[src/rtl/aes_xts_sector_driver.sv]
// aes_xts_sector_driver: sequences key load, tweak/block-number programming and
// one sector of 128-bit blocks through the AES-XTS block engine, returning
// results upstream over valid/ready. Optional macro AES_XTS_DRV_TIMEOUT_EN adds a
// watchdog on keys-ready and engine-busy waits that raises a sticky outError.
//
// state       | meaning
// ------------+--------------------------------------------------------------
// S_IDLE      | no keys loaded; only a key load is accepted
// S_KEY_WR    | key write strobe to engine
// S_KEY_WAIT  | waiting for engine keys-ready
// S_READY     | keys loaded; accepts key reload or sector start
// S_TWEAK_WR  | tweak (sector number) write strobe
// S_BLK_WAIT  | offering outBlkReady for the next upstream block
// S_NR_WR     | block-number write strobe
// S_DATA_WR   | data write strobe, latency counter loaded
// S_DATA_WAIT | minimum latency countdown, then wait for engine not busy
// S_RES_HOLD  | result held until downstream accepts it
module aes_xts_sector_driver #(
    parameter int unsigned BLOCKS_PER_SECTOR = 32,
    parameter int unsigned MIN_LATENCY       = 5,
    parameter int unsigned KEY_TIMEOUT       = 64
) (
    input  logic         inClk,
    input  logic         inRst,
    input  logic         inAesMode,
    input  logic         inKeyLoad,
    input  logic [511:0] inKeyData,
    input  logic         inSectorStart,
    input  logic [127:0] inSectorNr,
    input  logic         inBlkValid,
    input  logic [127:0] inBlkData,
    output logic         outBlkReady,
    output logic         outResValid,
    output logic [127:0] outResData,
    input  logic         inResReady,
    output logic         outSectorDone,
    output logic         outIdle,
    output logic         outEngAesMode,
    output logic         outEngKeyWr,
    output logic         outEngDataWr,
    output logic         outEngTweakValueWr,
    output logic         outEngBlockNrWr,
    output logic [511:0] outEngKeyData,
    output logic [127:0] outEngDataData,
    output logic [127:0] outEngTweakValueData,
    output logic [127:0] outEngBlockNrData,
    input  logic [127:0] inEngData,
    input  logic         inEngKeysReady,
    input  logic         inEngBusy,
    output logic         outError
);

    localparam int unsigned      LAT_W    = $clog2(MIN_LATENCY + 1);
    localparam logic [LAT_W-1:0] LAT_LOAD = LAT_W'(MIN_LATENCY);
    localparam logic [7:0]       LAST_BLK = 8'(BLOCKS_PER_SECTOR - 1);

    typedef enum logic [3:0] {
        S_IDLE, S_KEY_WR, S_KEY_WAIT, S_READY, S_TWEAK_WR,
        S_BLK_WAIT, S_NR_WR, S_DATA_WR, S_DATA_WAIT, S_RES_HOLD
    } state_t;

    state_t             state_q;
    logic               keys_loaded_q;
    logic [7:0]         blk_cnt_q;
    logic [7:0]         blk_cnt_d;
    logic [LAT_W-1:0]   lat_cnt_q;
    logic [LAT_W-1:0]   lat_cnt_d;
    logic               mode_q;
    logic               key_wr_q;
    logic               tweak_wr_q;
    logic               nr_wr_q;
    logic               data_wr_q;
    logic [511:0]       key_data_q;
    logic [127:0]       data_data_q;
    logic [127:0]       tweak_data_q;
    logic               blk_rdy_q;
    logic               res_valid_q;
    logic [127:0]       res_data_q;
    logic               done_q;
    logic               wd_fire;

    assign blk_cnt_d = blk_cnt_q + 8'd1;
    assign lat_cnt_d = lat_cnt_q - LAT_W'(1);

`ifdef AES_XTS_DRV_TIMEOUT_EN
    localparam int unsigned     WD_W     = $clog2(KEY_TIMEOUT + 1);
    localparam logic [WD_W-1:0] WD_LIMIT = WD_W'(KEY_TIMEOUT - 1);

    logic [WD_W-1:0] wdog_q;
    logic            error_q;
    logic            waiting;

    // Only open-ended waits on the engine are watched; the fixed latency countdown is not.
    assign waiting = ((state_q == S_KEY_WAIT) && !inEngKeysReady) ||
                     ((state_q == S_DATA_WAIT) && (lat_cnt_q == '0) && inEngBusy);
    assign wd_fire = waiting && (wdog_q == WD_LIMIT);
    assign outError = error_q;

    // Watchdog counter and sticky error flag.
    always_ff @(posedge inClk) begin
        if (inRst) begin
            wdog_q  <= '0;
            error_q <= 1'b0;
        end else begin
            wdog_q  <= waiting ? wdog_q + WD_W'(1) : '0;
            error_q <= error_q | wd_fire;
        end
    end
`else
    logic unused_key_timeout;

    assign unused_key_timeout = (KEY_TIMEOUT == 0);
    assign wd_fire  = 1'b0;
    assign outError = 1'b0;
`endif

    // Main sequencer: all engine strobes and upstream/downstream handshakes are registered here.
    always_ff @(posedge inClk) begin
        if (inRst) begin
            state_q       <= S_IDLE;
            keys_loaded_q <= 1'b0;
            blk_cnt_q     <= '0;
            lat_cnt_q     <= '0;
            mode_q        <= 1'b0;
            key_wr_q      <= 1'b0;
            tweak_wr_q    <= 1'b0;
            nr_wr_q       <= 1'b0;
            data_wr_q     <= 1'b0;
            key_data_q    <= '0;
            data_data_q   <= '0;
            tweak_data_q  <= '0;
            blk_rdy_q     <= 1'b0;
            res_valid_q   <= 1'b0;
            res_data_q    <= '0;
            done_q        <= 1'b0;
        end else begin
            key_wr_q   <= 1'b0;
            tweak_wr_q <= 1'b0;
            nr_wr_q    <= 1'b0;
            data_wr_q  <= 1'b0;
            done_q     <= 1'b0;
            case (state_q)
                S_IDLE, S_READY: begin
                    if (inKeyLoad) begin
                        key_data_q <= inKeyData;
                        key_wr_q   <= 1'b1;
                        state_q    <= S_KEY_WR;
                    end else if (inSectorStart && keys_loaded_q) begin
                        mode_q       <= inAesMode;
                        tweak_data_q <= inSectorNr;
                        blk_cnt_q    <= '0;
                        tweak_wr_q   <= 1'b1;
                        state_q      <= S_TWEAK_WR;
                    end
                end
                S_KEY_WR: state_q <= S_KEY_WAIT;
                S_KEY_WAIT: begin
                    if (inEngKeysReady) begin
                        keys_loaded_q <= 1'b1;
                        state_q       <= S_READY;
                    end else if (wd_fire) begin
                        keys_loaded_q <= 1'b0;
                        state_q       <= S_IDLE;
                    end
                end
                S_TWEAK_WR: begin
                    blk_rdy_q <= 1'b1;
                    state_q   <= S_BLK_WAIT;
                end
                S_BLK_WAIT: begin
                    if (inBlkValid) begin
                        blk_rdy_q   <= 1'b0;
                        data_data_q <= inBlkData;
                        nr_wr_q     <= 1'b1;
                        state_q     <= S_NR_WR;
                    end
                end
                S_NR_WR: begin
                    data_wr_q <= 1'b1;
                    state_q   <= S_DATA_WR;
                end
                S_DATA_WR: begin
                    lat_cnt_q <= LAT_LOAD;
                    state_q   <= S_DATA_WAIT;
                end
                S_DATA_WAIT: begin
                    if (lat_cnt_q != '0) begin
                        lat_cnt_q <= lat_cnt_d;
                    end else if (!inEngBusy) begin
                        res_data_q  <= inEngData;
                        res_valid_q <= 1'b1;
                        state_q     <= S_RES_HOLD;
                    end else if (wd_fire) begin
                        keys_loaded_q <= 1'b0;
                        res_valid_q   <= 1'b0;
                        state_q       <= S_IDLE;
                    end
                end
                S_RES_HOLD: begin
                    if (inResReady) begin
                        res_valid_q <= 1'b0;
                        if (blk_cnt_q == LAST_BLK) begin
                            done_q  <= 1'b1;
                            state_q <= S_READY;
                        end else begin
                            blk_cnt_q <= blk_cnt_d;
                            blk_rdy_q <= 1'b1;
                            state_q   <= S_BLK_WAIT;
                        end
                    end
                end
                default: state_q <= S_IDLE;
            endcase
        end
    end

    assign outIdle              = (state_q == S_IDLE) || (state_q == S_READY);
    assign outBlkReady          = blk_rdy_q;
    assign outResValid          = res_valid_q;
    assign outResData           = res_data_q;
    assign outSectorDone        = done_q;
    assign outEngAesMode        = mode_q;
    assign outEngKeyWr          = key_wr_q;
    assign outEngTweakValueWr   = tweak_wr_q;
    assign outEngBlockNrWr      = nr_wr_q;
    assign outEngDataWr         = data_wr_q;
    assign outEngKeyData        = key_data_q;
    assign outEngDataData       = data_data_q;
    assign outEngTweakValueData = tweak_data_q;
    assign outEngBlockNrData    = {120'd0, blk_cnt_q};

endmodule
[config.mk]
export PLATFORM = sky130hd
export DESIGN_NAME = aes_xts_sector_driver
export DESIGN_NICKNAME = d
export VERILOG_FILES = /design/src/rtl/aes_xts_sector_driver.sv
export SDC_FILE = /design/constraint.sdc
export NUM_CORES = 2
export LEC_CHECK = 0
export ABC_AREA = 1
export BUFFER_PORTS_ARGS = -buffer_cell sky130_fd_sc_hd__buf_4
export CELL_PAD_IN_SITES_DETAIL_PLACEMENT = 0
export CELL_PAD_IN_SITES_GLOBAL_PLACEMENT = 1
export CORE_AREA = 2 2 756 758
export DETAILED_ROUTE_END_ITERATION = 10
export DIE_AREA = 0 0 758 760
export PLACE_DENSITY_LB_ADDON = 0.1
export SETUP_SLACK_MARGIN = 0.02
export SYNTH_ARGS = -nofsm -noshare
export SYNTH_HDL_FRONTEND = slang
export SYNTH_SLANG_ARGS = --single-unit
[constraint.sdc]
create_clock -name inClk -period 1.6 [get_ports inClk]
set_input_delay 0.08 -clock inClk [delete_from_list [all_inputs] [get_ports inClk]]
set_output_delay 0.08 -clock inClk [all_outputs]
set_load 0.005 [all_outputs]
## Yosys cells after proc, flatten, opt, wreduce, memory -nomap -nowiden

Index checks and enable logic that the tools add are counted.

- Bitwise operators: 7
- Reduce and logical (&&, ||, !) cells: 23
- Muxes and demuxes: 29
- $add $sub $neg: 2
- Equal/unequal tests: 20

Operators by type and width:

| kind | count |
|---|---|
| 4-bit one-hot mux with 9 select lines | 1 |
| 8-bit 2-to-1 mux | 4 |
| 4-bit 2-to-1 mux | 7 |
| 2-bit inequality test (second input constant) | 9 |
| 4-bit by 3-bit equality test with 1-bit output (second input constant) | 4 |
| 8-bit one-hot mux with 2 select lines | 1 |
| 1-bit 2-to-1 mux | 11 |
| 8-bit by 1-bit adder with 8-bit output (second input constant) | 1 |
| 4-bit by 2-bit equality test with 1-bit output (second input constant) | 2 |
| 4-bit equality test (second input constant) | 2 |
| 8-bit by 5-bit equality test with 1-bit output (second input constant) | 1 |
| 2-bit AND reduction | 4 |
| 4-bit AND reduction | 2 |
| 1-bit inverter | 7 |
| 3-bit 2-to-1 mux | 2 |
| 3-bit one-hot mux with 2 select lines | 1 |
| 3-bit AND reduction | 2 |
| 6-bit AND reduction | 1 |
| 2-bit nonzero test | 3 |
| 3-bit nonzero test | 2 |
| 2-bit OR reduction | 3 |
| 3-bit OR reduction | 2 |
| 5-bit AND reduction | 1 |
| 4-bit by 1-bit equality test with 1-bit output (second input constant) | 1 |
| 7 further kinds | 7 |

- Output and inout bits: 1,034
- Word-level logic and storage cells: 97
- Flip-flop bits (word level): 920

## Depth between registers and ports, before layout

- Depth after elaboration: 4
- Gate-level depth with buffers: 10

## Worst setup path before layout

No wires, ideal clock.

- Path kind: register to register
- From: reg blk_cnt_q[0]
- To: reg blk_cnt_q[6]
- Buffers on the path: 0
- Cell stages (with the launch flop): 11
- Slack: -7 ps
- Period minus slack after synthesis: 1,607 ps
- Required time: 1,488 ps
- Arrival: 1,496 ps
- Library setup time: 112 ps
- Cells stage by stage: dfxtp_1 -> ha_1 -> nand2_1 -> nor2_1 -> nand2_1 -> nor2_1 -> nor2_4 -> nand2_1 -> inv_1 -> nor2_1 -> nor2_1

- Word-level cells in the longest chain between the ends: 4

Ends and longest elaborated chain:

| element | RTL line | text |
|---|---|---|
| start, declared | 64 | `logic [7:0] blk_cnt_q;` |
| start signal, assigned | 206 | `blk_cnt_q <= blk_cnt_d;` |
| 8-bit by 1-bit adder with 8-bit output | 82 | `assign blk_cnt_d = blk_cnt_q + 8'd1;` |
| 8-bit 2-to-1 mux | 202 | `if (blk_cnt_q == LAST_BLK) begin` |
| 8-bit 2-to-1 mux | 200 | `if (inResReady) begin` |
| 8-bit one-hot mux with 2 select lines | 142 | `case (state_q)` |

Parallel ways exist; a longest one is shown, timed or not. The select of a mux whose other input is x is not followed.
A chain may end at the register's enable or synchronous reset.

## Final worst setup path

- From: reg state_q[0]
- To: reg key_data_q[390], in the netlist outEngKeyData[390]

- Word-level cells in the longest chain between the ends: 3

Ends and longest elaborated chain:

| element | RTL line | text |
|---|---|---|
| start, declared | 62 | `state_t state_q;` |
| start signal, assigned | 120 | `state_q <= S_IDLE;` |
| start signal, assigned | 147 | `state_q <= S_KEY_WR;` |
| start signal, assigned | 153 | `state_q <= S_TWEAK_WR;` |
| 4-bit by 2-bit equality test with 1-bit output or 4-bit logical NOT (tied branches) | 142 |  |
| 2-bit OR reduction (*) | 142 |  |
| 2-bit AND reduction (no line) (*) | - |  |
| end signal, assigned | 145 | `key_data_q <= inKeyData;` |
| end, declared | 73 | `logic [511:0] key_data_q;` |

Mark *: on every way between the ends. The rest lies on a longest branch, timed or not.

==> run_results.csv <==
group,metric,value,unit
status,status,"complete, but fails checks",
status,violations,"negative setup slack",
yosys,yosysUniqueCellTypes,35,
drt,drt-pass1-iter-count,5,
yosys,syn_avg_cell_area,8.00,um^2
global_routing,first_global_vias,46200,
finish,drive_above_1_share,0.352,
cts,cts_tree,"yes",
pwr,vdd_ir_drop_max,0.863,mV
finish,nNetsFinal,8651,
finish,ff_latch_area,0.0184,mm^2
pwr,total_power,118,mW
cts,cts_buffers,161,
sta,drv_slew,0,
drt,viasPerCell,2.91,
sta,final_hold_viol_count,0,
finish,fillerInstances,65100,
sta,rsz0062_at_grt,"yes",
finish,area_growth_syn_to_layout,139,%
run,drv_cap,0,
setup_path,cp.required,2320,ps
sta,relSlewSlack,0.591,
die,die_x,758,um
drt,ant_nets,0,
pwr,p_per_area,1440,mW/mm^2
drt,dr.max_layer_used,"met5",
sta,period_share,1.27,
yosys,syn_area,0.0342,mm^2
setup_path,cp_cell_sequence,"inv_4 -> nand2_4 -> buf_6 -> buf_6 -> buf_6 -> nand2_4 -> nand3_4 -> buf_12 -> buf_16 -> buf_16 -> buf_12 -> buf_16 -> nand2_1 -> a21oi_1",
cts,clkTransAtPathRegs,60,ps
sta,tightest_slew,614,ps
setup_path,crit_type,"reg -> reg",
cts,clockRootBuffer,"clkbuf_16",
finish,multi_input_area,0.0137,mm^2
setup_path,critical_path_arrival,2760,ps
pwr,leakagePower,32.6,nW
place,place_hpwl,327000,um
sta,timing.final.ws_setup,-440,ps
die,core-area,0.568,mm^2
place,io_buffers,1817,
sta,timing.hold.ws,69.2,ps
cts,cts_num_sinks,920,
sta,setup-violations-final,934,
die,ios,1939,
drt,num_vias,45200,
die,start_util,0.0603,
yosys,synth-seq-area-share,0.538,
setup_path,cp_num_buf_inv,9,
worst_hold_path,hold_class,"in -> reg",
sta,period_minus_slack,2040,ps
drt,routed_wl,412000,um
sta,fmax,490,MHz
drt,wl_met3,44200,um
yosys,synth_seq_cells,920,
setup_path,endpoint_kind,"flip-flop",
global_routing,overflow,0,
sta,clock_skew,59.1,ps
cts,clockBufferDepth,4,
die,dieArea,0.576,mm^2
die,fp-row-count,277,
drt,wl_per_cell,26.6,um
global_routing,grt_pass1_wl,496000,um
global_routing,gr-usage-all-layers,0.131,
setup_path,startpoint_type,"flip-flop",
setup_path,cp_top_family,"buffers and inverters",
cts,cts-htree-levels,4,
cts,clk_latency,880,ps
setup_path,crit_slowest_cell,"dfxtp_4",
global_routing,antenna_found_initial,224,
yosys,synth_cells,4279,
die,die_y,760,um
place,globalplace.congestion,0.808,
setup_path,cp_max_fo,14,
drt,drc_errors,0,
drt,wirelength_met1,161000,um
drt,dr_wl_met2,194000,um
global_routing,grt_start_max_net_pins,78,
yosys,yosysWarnings,0,
setup_path,slowest_delay,360,ps
drt,drt_iter0_markers,1774,
-- layout by cell type (no fill, tap or decap), drive strengths merged --
master          n
nand3         661
buf          2291
clkbuf        296
bufbuf          9
and2            1
nand3b          1
o21bai          1
clkinv         23
conb          121
a31oi           1
ha              3
nand4           3
xor2            1
inv           163
dlygate4sd3  1323
or2             1
nor3b           2
o22ai           1
nor2          289
bufinv          5
nor3            1
diode         115
clkinvlp        2
a21oi         782
o21ai         263
nand2         697
dfxtp         920
-- final cells by class --
class                   instances  area share
diodes                        115     0.00352
multi-input cells            2829       0.167
clock inverters                35     0.00531
flip-flops and latches        920       0.225
inverters                     158     0.00760
well taps                    7533       0.115
repair buffers               3673       0.418
clock buffers                 246      0.0577
-- cells in the mapped netlist, drive strengths merged --
cell type    n  area (um^2)
a21oi      782         3930
o21ai      263         1320
inv        158          593
or2          1         6.26
xor2         1         8.76
conb         1         3.75
a31oi        1         6.26
dfxtp      920        18400
ha           3         37.5
and2         1         6.26
nand2      697         2630
nor3         1         5.00
clkbuf     207          790
nand3      661         3320
nor2       289         1100
o21bai       1         7.51
nand3b       1         7.51
nand4        3         18.8
o22ai        1         6.26
buf        285         2000
nor3b        2         15.0
-- metal layers --
| metal | global-route usage | up-vias |
|---|---|---|
| li1 | - | 21200 |
| met1 | 0.146 | 21700 |
| met2 | 0.222 | 1720 |
| met3 | 0.0612 | 474 |
| met4 | 0.0364 | 88 |
| met5 | 0 | - |
-- state kept, by name (all words and copies together), names as in the netlist --
register and cells:
lat_cnt_q 3, outEngTweakValueWr 1, outEngAesMode 1, outEngBlockNrWr 1, outEngKeyWr 1, outEngDataData 128, outEngTweakValueData 128, outEngDataWr 1
outBlkReady 1, outResData 128, outEngKeyData 512, state_q 4, keys_loaded_q 1, outResValid 1, blk_cnt_q 8, outSectorDone 1
-- worst reg2reg max path, cell delays in order (launching register included) --
cell     delay (ps)
dfxtp_4         360
inv_4            60
nand2_4          60
buf_6           110
buf_6           100
buf_6           100
nand2_4          60
nand3_4          80
buf_12          150
buf_16          130
buf_16          150
buf_12          230
buf_16          150
nand2_1          70
a21oi_1          60
-- report_power, final --
| part | total, mW | switching [mW] | internal, mW |
|---|---|---|---|
| clock network | 35.9 | 14.9 | 21.1 |
| logic | 52.8 | 28.8 | 24.0 |
| registers | 29.3 | 2.57 | 26.7 |
-- through the flow --
| step | utilization | area, um^2 | setup WS (ps) | setup TNS [ps] | std cells |
|---|---|---|---|---|---|
| 2_1_floorplan | - | 34700 | 47.8 | 0 | 4399 |
| 3_3_place_gp | 0.103 | 58800 | -2030 | -226060 | 13600 |
| 3_5_place_dp | 0.103 | 58800 | -848 | -203630 | 13600 |
| 4_1_cts | 0.138 | 78400 | -532 | -292030 | 15300 |
| 5_1_grt | 0.144 | 81700 | -538 | -333190 | 15500 |
| 6_report | 0.144 | 81800 | -440 | -241920 | 15500 |
-- final timing paths --
path,from,endpoint,slack [ps],cells after the start
worst max-delay path,state_q[0],outEngKeyData[390],-440,14
worst min-delay path,inSectorNr[52],outEngTweakValueData[52],70,4
worst max register to register,state_q[0],outEngKeyData[390],-440,14
worst min register to register,outEngTweakValueData[71],outEngTweakValueData[71],440,2
-- logic make-up (layout without fill, tap and decap cells) --
kind of cell | Yosys count | count (layout) | share of synthesized area
buffers and inverters | 650 | 4112 | 0.0990
xor gates and xnor gates | 1 | 1 | 0.000256
AOI/OAI and AO/OA | 1048 | 1048 | 0.154
and+or+nand+nor | 1656 | 1656 | 0.208
adders and majority gates | 3 | 3 | 0.00110
DFF | 920 | 920 | 0.538
other | 1 | 236 | 0.000110
-- repair_timing --
action,4_1_cts,5_1_grt
gates resized for setup,156,273
pin swaps,28,26
buffers inserted,32,55
gates cloned,17,65
hold buffers,1323,0
endpoints found under the hold margin,914,0
endpoints found under the setup margin,1315,1177
Power figures use the tool's default switching activity.
